===== src/rtl/game_pkg.sv =====
// Shared game constants and the motion state type used by the sprite movers.
//   H_ACTIVE/V_ACTIVE : visible screen size in pixels
//   SPRITE_SIZE       : on-screen sprite edge (8 px art, scale 3)
//   POS_W/CALC_W      : position width and the one-bit-wider arithmetic width
//   CNT_W             : frame counter / step period width (periods 1..63)
package game_pkg;

  localparam int unsigned H_ACTIVE    = 640;
  localparam int unsigned V_ACTIVE    = 480;
  localparam int unsigned SPRITE_SIZE = 24;

  localparam int unsigned POS_W  = 10;
  localparam int unsigned CALC_W = 11;
  localparam int unsigned CNT_W  = 6;

  typedef enum logic [1:0] {
    IDLE = 2'd0,
    MOVE = 2'd1,
    DROP = 2'd2,
    HALT = 2'd3
  } motion_state_e;

endpackage


===== src/rtl/frame_tick_gen.sv =====
// One-clk frame tick on the rising edge of a registered line comparator.
//   clk, reset : clock, async active-high reset
//   v_counter  : VGA vertical counter
//   tick_c     : single-cycle pulse once per frame (combinational from flops)
module frame_tick_gen
  import game_pkg::*;
#(
  parameter int unsigned TICK_LINE = V_ACTIVE
) (
  input  logic             clk,
  input  logic             reset,
  input  logic [POS_W-1:0] v_counter,
  output logic             tick_c
);

  logic on_line_q;
  logic armed_q;

  // The comparator resets "on the line" and the arm flag resets clear, so an
  // edge is only recognised after the line has been seen inactive once. This
  // keeps v_counter sitting on the tick line across reset from firing a tick.
  always_ff @(posedge clk or posedge reset) begin
    if (reset) begin
      on_line_q <= 1'b1;
      armed_q   <= 1'b0;
    end else begin
      on_line_q <= (v_counter == POS_W'(TICK_LINE));
      armed_q   <= ~on_line_q;
    end
  end

  assign tick_c = on_line_q & armed_q;

endmodule


===== src/rtl/enemy_motion_ctrl.sv =====
// Invader-style enemy marcher: steps horizontally once per period of frames,
// drops and reverses at a side edge, stops at the bottom limit.
//   clk, reset      : clock, async active-high reset
//   h_counter       : VGA horizontal counter (not used by the logic)
//   v_counter       : VGA vertical counter, source of the frame tick
//   enable          : game running; low pauses motion
//   alive           : enemy alive; low freezes the frame count
//   speed_up        : one-clk pulse, shortens the step period
//   posX, posY      : enemy sprite position
//   dir             : 0 moving right, 1 moving left
//   step_pulse      : one-clk pulse after each executed step or drop
//   reached_bottom  : sticky, set when posY reaches Y_LIMIT
module enemy_motion_ctrl
  import game_pkg::*;
#(
  parameter int unsigned X_INIT          = 40,
  parameter int unsigned Y_INIT          = 40,
  parameter int unsigned X_MIN           = 0,
  parameter int unsigned X_MAX           = H_ACTIVE - SPRITE_SIZE,
  parameter int unsigned STEP_X          = 4,
  parameter int unsigned STEP_Y          = 24,
  parameter int unsigned Y_LIMIT         = V_ACTIVE,
  parameter int unsigned FRAMES_PER_STEP = 30,
  parameter int unsigned MIN_PERIOD      = 4,
  parameter int unsigned V_TICK_LINE     = V_ACTIVE
) (
  input  logic             clk,
  input  logic             reset,
  input  logic [POS_W-1:0] h_counter,
  input  logic [POS_W-1:0] v_counter,
  input  logic             enable,
  input  logic             alive,
  input  logic             speed_up,
  output logic [POS_W-1:0] posX,
  output logic [POS_W-1:0] posY,
  output logic             dir,
  output logic             step_pulse,
  output logic             reached_bottom
);

  motion_state_e    state_q, state_d;
  motion_state_e    resume_q, resume_d;
  logic [POS_W-1:0] pos_x_q, pos_x_d;
  logic [POS_W-1:0] pos_y_q, pos_y_d;
  logic             dir_q, dir_d;
  logic [CNT_W-1:0] cnt_q, cnt_d;
  logic [CNT_W-1:0] period_q, period_d;
  logic             step_pulse_q, step_pulse_d;
  logic             bottom_q, bottom_d;

  logic              frame_tick_c;
  logic [CNT_W:0]    cnt_inc;
  logic              terminal;
  logic [CNT_W-1:0]  period_dec;
  logic [CALC_W-1:0] x_plus;
  logic [CALC_W-1:0] y_plus;
  logic              unused_h;

  assign unused_h = ^h_counter;

  frame_tick_gen #(
    .TICK_LINE (V_TICK_LINE)
  ) u_tick (
    .clk       (clk),
    .reset     (reset),
    .v_counter (v_counter),
    .tick_c    (frame_tick_c)
  );

  // Terminal count uses ">=" so a period shortened below the running count
  // forces a step on the next tick instead of wrapping the counter.
  assign cnt_inc    = (CNT_W+1)'(cnt_q) + (CNT_W+1)'(1);
  assign terminal   = (cnt_inc >= (CNT_W+1)'(period_q));
  assign period_dec = (period_q > CNT_W'(MIN_PERIOD)) ? (period_q - CNT_W'(1))
                                                      : CNT_W'(MIN_PERIOD);

  // Edge tests are done one bit wider than the position so nothing wraps.
  assign x_plus = CALC_W'(pos_x_q) + CALC_W'(STEP_X);
  assign y_plus = CALC_W'(pos_y_q) + CALC_W'(STEP_Y);

  // Next-state, datapath and output decode.
  always_comb begin
    state_d      = state_q;
    resume_d     = resume_q;
    pos_x_d      = pos_x_q;
    pos_y_d      = pos_y_q;
    dir_d        = dir_q;
    cnt_d        = cnt_q;
    period_d     = period_q;
    step_pulse_d = 1'b0;
    bottom_d     = bottom_q;

    // Period update sees the old period in the compare below, so a speed-up
    // landing on a terminal tick takes effect from the following count.
    if (speed_up && (state_q != HALT)) begin
      period_d = period_dec;
    end

    case (state_q)
      IDLE: begin
        if (enable) begin
          state_d = resume_q;
        end
      end

      MOVE, DROP: begin
        if (!enable) begin
          state_d  = IDLE;
          resume_d = state_q;
        end else if (frame_tick_c && alive) begin
          if (terminal) begin
            cnt_d        = '0;
            step_pulse_d = 1'b1;
            if (state_q == DROP) begin
              if (y_plus >= CALC_W'(Y_LIMIT)) begin
                pos_y_d  = POS_W'(Y_LIMIT);
                bottom_d = 1'b1;
                state_d  = HALT;
              end else begin
                pos_y_d = POS_W'(y_plus);
                dir_d   = ~dir_q;
                state_d = MOVE;
              end
            end else if (!dir_q) begin
              if (x_plus > CALC_W'(X_MAX)) begin
                state_d = DROP;
              end else begin
                pos_x_d = POS_W'(x_plus);
              end
            end else begin
              if (CALC_W'(pos_x_q) < (CALC_W'(X_MIN) + CALC_W'(STEP_X))) begin
                state_d = DROP;
              end else begin
                pos_x_d = pos_x_q - POS_W'(STEP_X);
              end
            end
          end else begin
            cnt_d = CNT_W'(cnt_inc);
          end
        end
      end

      HALT: begin
      end

      default: begin
        state_d = IDLE;
      end
    endcase
  end

  // State and output registers.
  always_ff @(posedge clk or posedge reset) begin
    if (reset) begin
      state_q      <= IDLE;
      resume_q     <= MOVE;
      pos_x_q      <= POS_W'(X_INIT);
      pos_y_q      <= POS_W'(Y_INIT);
      dir_q        <= 1'b0;
      cnt_q        <= '0;
      period_q     <= CNT_W'(FRAMES_PER_STEP);
      step_pulse_q <= 1'b0;
      bottom_q     <= 1'b0;
    end else begin
      state_q      <= state_d;
      resume_q     <= resume_d;
      pos_x_q      <= pos_x_d;
      pos_y_q      <= pos_y_d;
      dir_q        <= dir_d;
      cnt_q        <= cnt_d;
      period_q     <= period_d;
      step_pulse_q <= step_pulse_d;
      bottom_q     <= bottom_d;
    end
  end

  assign posX           = pos_x_q;
  assign posY           = pos_y_q;
  assign dir            = dir_q;
  assign step_pulse     = step_pulse_q;
  assign reached_bottom = bottom_q;

endmodule


===== config.mk =====
export PLATFORM = sky130hd
export DESIGN_NAME = enemy_motion_ctrl
export DESIGN_NICKNAME = d
export VERILOG_FILES = /design/src/rtl/game_pkg.sv /design/src/rtl/frame_tick_gen.sv /design/src/rtl/enemy_motion_ctrl.sv
export SDC_FILE = /design/constraint.sdc
export NUM_CORES = 1
export LEC_CHECK = 0
export CORE_UTILIZATION = 40
export CTS_CLUSTER_SIZE = 14
export DETAILED_ROUTE_END_ITERATION = 8
export PLACE_DENSITY_LB_ADDON = 0.12
export SETUP_SLACK_MARGIN = 0.2
export SYNTH_ARGS = -nofsm -noshare
export SYNTH_HDL_FRONTEND = slang
export SYNTH_HIERARCHICAL = 1
export SYNTH_SLANG_ARGS = --single-unit

===== constraint.sdc =====
create_clock -name clk -period 5.1 [get_ports clk]
set_input_delay 1.275 -clock clk [delete_from_list [all_inputs] [get_ports clk]]
set_output_delay 1.275 -clock clk [all_outputs]
set_load 0.05 [all_outputs]

* Word-level counts from Yosys, hierarchy flattened *
Index checks and enable logic that the tools add are counted.

word-level totals
  flip-flop bits (word level) = 41
  word-level logic and storage cells = 67
  bits of input ports = 25

operators by class
  bitwise operators = 5
  $lt $le $gt $ge = 5
  add/subtract/negate cells = 5
  multiplexer cells = 20
  equal/unequal tests = 10
  reduce and logical (&&, ||, !) cells = 11

operators by type and width
  cell                                                                count
  two-way mux 10 bit                                                  4
  two-way mux 2 bit                                                   9
  two-way mux 6 bit                                                   2
  AND reduction 6 bit                                                 2
  adder 10 x 3 -> 11 bit, second input constant                       1
  adder 10 x 5 -> 11 bit, second input constant                       1
  greater-or-equal comparator 11 x 9 -> 1 bit, second input constant  1
  > comparator 11 x 10 -> 1 bit, second input constant                1
  equality test 10 x 9 -> 1 bit, second input constant                1
  less-than comparator 10 x 3 -> 1 bit, second input constant         1
  != test 5 bit, second input constant                                2
  AND reduction 5 bit                                                 2
  subtractor 10 x 3 -> 10 bit, second input constant                  1
  adder 6 x 1 -> 7 bit, second input constant                         1
  greater-or-equal comparator 7 x 6 -> 1 bit                          1
  AND reduction 7 bit                                                 1
  > comparator 6 x 3 -> 1 bit, second input constant                  1
  != test 2 bit, second input constant                                3
  != test 3 bit, second input constant                                2
  subtractor 6 x 1 -> 6 bit, second input constant                    1
  two-way mux 1 bit                                                   4
  NOT 1 bit                                                           4
  case mux 2 bit (2 select lines)                                     1
  AND reduction 3 bit                                                 1
  other kinds (7)                                                     8

* Depth between registers and ports, before layout *
  depth in word-level cells = 9
  gate-level depth with buffers = 11
  gate-level depth less buffers = 9

* Modules after synthesis *
Netlist, hierarchy kept.

by module, submodules not included
  module             cells each  times used  seq. area each (sq um)  area an instance (sq um)
  enemy_motion_ctrl  280         1           862.1                   2,447.3
  frame_tick_gen     8           1           51.3                    96.3

* Least setup slack after synthesis *
Ideal clock, no wire load.

  kind = register -> register
  start point = register pos_x_q[2] (netlist: posX[2])
  end point = register pos_x_q[3] (netlist: posX[3])
  data arrival time = 2.553 ns
  setup time = 0.075 ns
  path buffers = 0
  clock period less this slack = 2.628 ns
  data required time = 5.025 ns
  stages on the path, launching flop included = 8
  slack = 2.472 ns
  cell sequence = dfrtp_1 -> ha_1 -> xor2_1 -> or4_1 -> a21o_1 -> o311ai_4 -> and3_4 -> mux2i_1

on the way
  longest elaborated chain between the ends = 4

RTL lines
  element                        RTL line                  text
  start: declaration             enemy_motion_ctrl.sv:43   logic [POS_W-1:0] pos_x_q, pos_x_d;
  start signal: assignment       enemy_motion_ctrl.sv:157  pos_x_q <= POS_W'(X_INIT);
  start signal: assignment       enemy_motion_ctrl.sv:167  pos_x_q <= pos_x_d;
  adder 10 x 3 -> 11 bit         enemy_motion_ctrl.sv:78   assign x_plus = CALC_W'(pos_x_q) + CALC_W'(STEP_X);
  > comparator 11 x 10 -> 1 bit  enemy_motion_ctrl.sv:125  if (x_plus > CALC_W'(X_MAX)) begin
  != test 2 bit (no line)        -
  AND reduction 7 bit (no line)  -

Parallel ways exist; a longest one is shown, timed or not. The select of a mux whose other input is x is not followed.
A chain may end at the register's enable or synchronous reset.

* Final worst setup path *
  start point = register dir_q (netlist: dir)
  end point = output port dir

RTL lines
  element                   RTL line                  text
  start: declaration        enemy_motion_ctrl.sv:45   logic dir_q, dir_d;
  start signal: assignment  enemy_motion_ctrl.sv:169  dir_q <= dir_d;
  end: declaration          enemy_motion_ctrl.sv:36   output logic dir,

No word-level cell between the ends.

==> impl_metrics.tcl <==
set metrics [dict create \
    status "finished clean" \
    diodes 0 \
    final_hold_viol_count 0 \
    gp_congestion 0.8124 \
    cts.htree.levels 2 \
    slowest_stage "clkdlybuf4s50_1" \
    slew_viol_final 0 \
    skew_ns 0.004181 \
    path_cells "clkdlybuf4s50_1" \
    layout_commonest_cell "clkdlybuf4s50_1" \
    synthArstFlopShare_pct 100.0 \
    cts_hold_buf 0 \
    wl_per_cell_um 14.23 \
    grt_max_degree 22 \
    die_area_sq_mm 0.006682 \
    synth_flop_cell "dfrtp_1" \
    whs_ns 0.4424 \
    power_leakage_nw 1.270 \
    postCtsSetupRepairBufs 0 \
    fp.dieW_um 81.75 \
    p_seq_share_pct 37.0 \
    setup_viol 0 \
    slew_headroom_pct 26.02 \
    final.setup.tns_ns 0 \
    synth_edf_count 0 \
    ant_nets 0 \
    final_cell_mix "clkdlybuf4s50_1, nand2_1, dfrtp_1" \
    yosysWarnings 6 \
    antenna_found_initial 0 \
    crit_arrival_ns 1.88 \
    ys_ff_latch 36 \
    period_needed_ns 3.156 \
    critical_path_class "reg2out" \
    rsz0062_at_grt "no" \
    grt_pass1_wl_um 9832 \
    grt-ovfl-total 0 \
    hold_path_class "reg2reg" \
    crit_path_end_kind "output pin" \
    comb_power_share_pct 34.4 \
    sw_frac_of_total_pct 34.89 \
    p_clk_share_pct 28.5 \
    critPathRequiredTime_ns 3.83 \
    cts-resized-gates 0 \
    start_util_pct 42.21 \
    core-area_sq_mm 0.006026 \
    worstSetupStartpointType "flop" \
    cp_num_buf_inv 1 \
    die_y_um 81.75 \
    drt_iter0_drc 136 \
    avgSynthCellArea_sq_um 8.832 \
    cts_buffers 5 \
    multi_input_area_sq_mm 0.001488 \
    ctsLongestPathBuffers 2 \
    routed_wl_um 5593 \
    cpPeakStageDelay_ns 0.91 \
    clk_latency_ns 0.29 \
    power_density_mw_per_mm2 327.4 \
    path_clk_slew_ns 0.07 \
    layout-drive-gt1-share_pct 11.01 \
    ff2ff_setup_slack_ns 2.16 \
    p_int_mw 0.6454 \
    nNetsFinal 358 \
    syn_inst 288 \
    finalCritPeriodShare_pct 61.88 \
    track_usage_pct 19.17 \
    yosysUniqueCellTypes 57 \
    ios 48 \
    numPortBuffers 32 \
    fillCellCount 566 \
    cts-root-buf "clkbuf_8" \
    path_max_fanout 15 \
    fmaxAchievable_mhz 316.9 \
    area_growth_pct 19.04 \
    tightest_slew_ns 1.082 \
    dp_hpwl_um 4133 \
    dr.pass1.iters 5 \
    cts_tree "done" \
    routed_via_density 5.435 \
    rows 28 \
    switching_power_mw 0.3459 \
    grt_pass1_vias 2092 \
    drv_cap 0 \
    yosysSeqAreaShare_pct 35.91 \
    critPathTopFamily "buffers and inverters" \
    syn_area_sq_mm 0.002544 \
    irDropWorstVdd_v 0.0002020 \
    vias 2136 \
    layout.area.seq_sq_um 913.4 \
    cts_sinks 36 \
    remaining_drc_errors 0 \
]
-- power groups by stage --
stage	Combinational, mW	Clock (mW)	Sequential [mW]
after floorplan	0.275	0	0.362
final	0.341	0.283	0.367
after CTS	0.343	0.292	0.367
after detailed placement	0.340	0	0.372
after global placement	0.336	0	0.371
after global routing	0.391	0.300	0.376
-- through the flow --
stage	power, mW	utilization (%)	area, sq um	setup WS (ns)	instances
CTS	1.001	50.25	3028	1.907	393
global route	1.067	50.25	3028	1.772	393
floorplan	0.6368	-	2559	2.472	292
detailed placement	0.7119	48.15	2902	1.736	385
global placement	0.7071	48.15	2902	1.749	385
finish	0.9913	50.25	3028	1.944	393
-- final cells by class --
class	instances	area share (%)
Clock inverter	1	0.9917
Sequential cell	36	30.17
Timing Repair Buffer	33	10.83
Clock buffer	7	3.182
Tap cell	75	3.099
Multi-Input combinational cell	220	49.13
Inverter	21	2.603
-- kinds of logic (layout without fill, tap and decap cells) --
kind of cell             Yosys count  in the layout  synth area share [%]
AND/OR/NAND/NOR                  110            110                 23.36
AO/OA/AOI/OAI                     68             68                 18.79
flip-flops                        36             36                 35.91
buffers and inverters             36             62                 6.198
adder cells (fa/ha/maj)           16             16                 7.870
XOR/XNOR                          14             14                 4.821
multiplexers                       7              7                 2.902
other                              1              5                0.1474
-- cell usage after synthesis, types with 2 or more instances --
cell,n,share of area (%)
buf_2,3,0.59
nor2_1,15,2.2
nor4b_1,3,1.0
and3_1,2,0.49
o211ai_1,3,0.89
o22a_1,3,1.0
nand2b_1,7,1.7
dfrtp_1,26,26
or3_1,4,0.98
ha_1,16,7.9
buf_4,5,1.5
and2_1,3,0.74
o21a_1,2,0.59
dfstp_2,10,10
a21o_1,3,0.89
a211oi_1,2,0.59
o31ai_1,5,1.5
xnor2_1,11,3.8
mux2i_1,4,1.6
xor2_1,3,1.0
nand2_1,31,4.6
a2111oi_0,2,0.69
nand3_1,10,2.0
o22ai_1,3,0.74
nor3_1,8,1.6
mux2_2,3,1.3
nand4_1,8,2.0
clkbuf_1,7,1.0
o21ai_0,22,4.3
or2_2,4,0.98
inv_1,21,3.1
a31oi_1,2,0.49
nor2b_1,6,1.5
a21oi_1,8,1.6
-- path summary, 6_finish.rpt --
check | start | endpoint | cells past startpoint
setup / recovery | dir | dir | 1
hold / removal | u_tick/on_line_q | u_tick/armed_q | 1
setup reg to reg | posY[3] | posY[6] | 8
hold reg to reg | u_tick/on_line_q | u_tick/armed_q | 1
max in group asynchronous | reset | posY[3] | 3
min in group asynchronous | reset | u_tick/armed_q | 2
-- flip-flops by register name, summed over array words and instances, names as in the netlist --
signal and cells:
posX 8, posY 7, cnt_q 6, period_q 6, resume_q 2, state_q 2, dir 1, reached_bottom 1
step_pulse 1, u_tick/armed_q 1, u_tick/on_line_q 1
-- per-layer routing --
| metal | track usage, % | part of all wire [%] |
|---|---|---|
| met5 | 0 | 0 |
| met4 | 7.193 | 1.2 |
| met3 | 3.444 | 2.6 |
| met2 | 29.67 | 49 |
| met1 | 26.42 | 48 |
No activity file was read; power rests on OpenSTA's default activity.
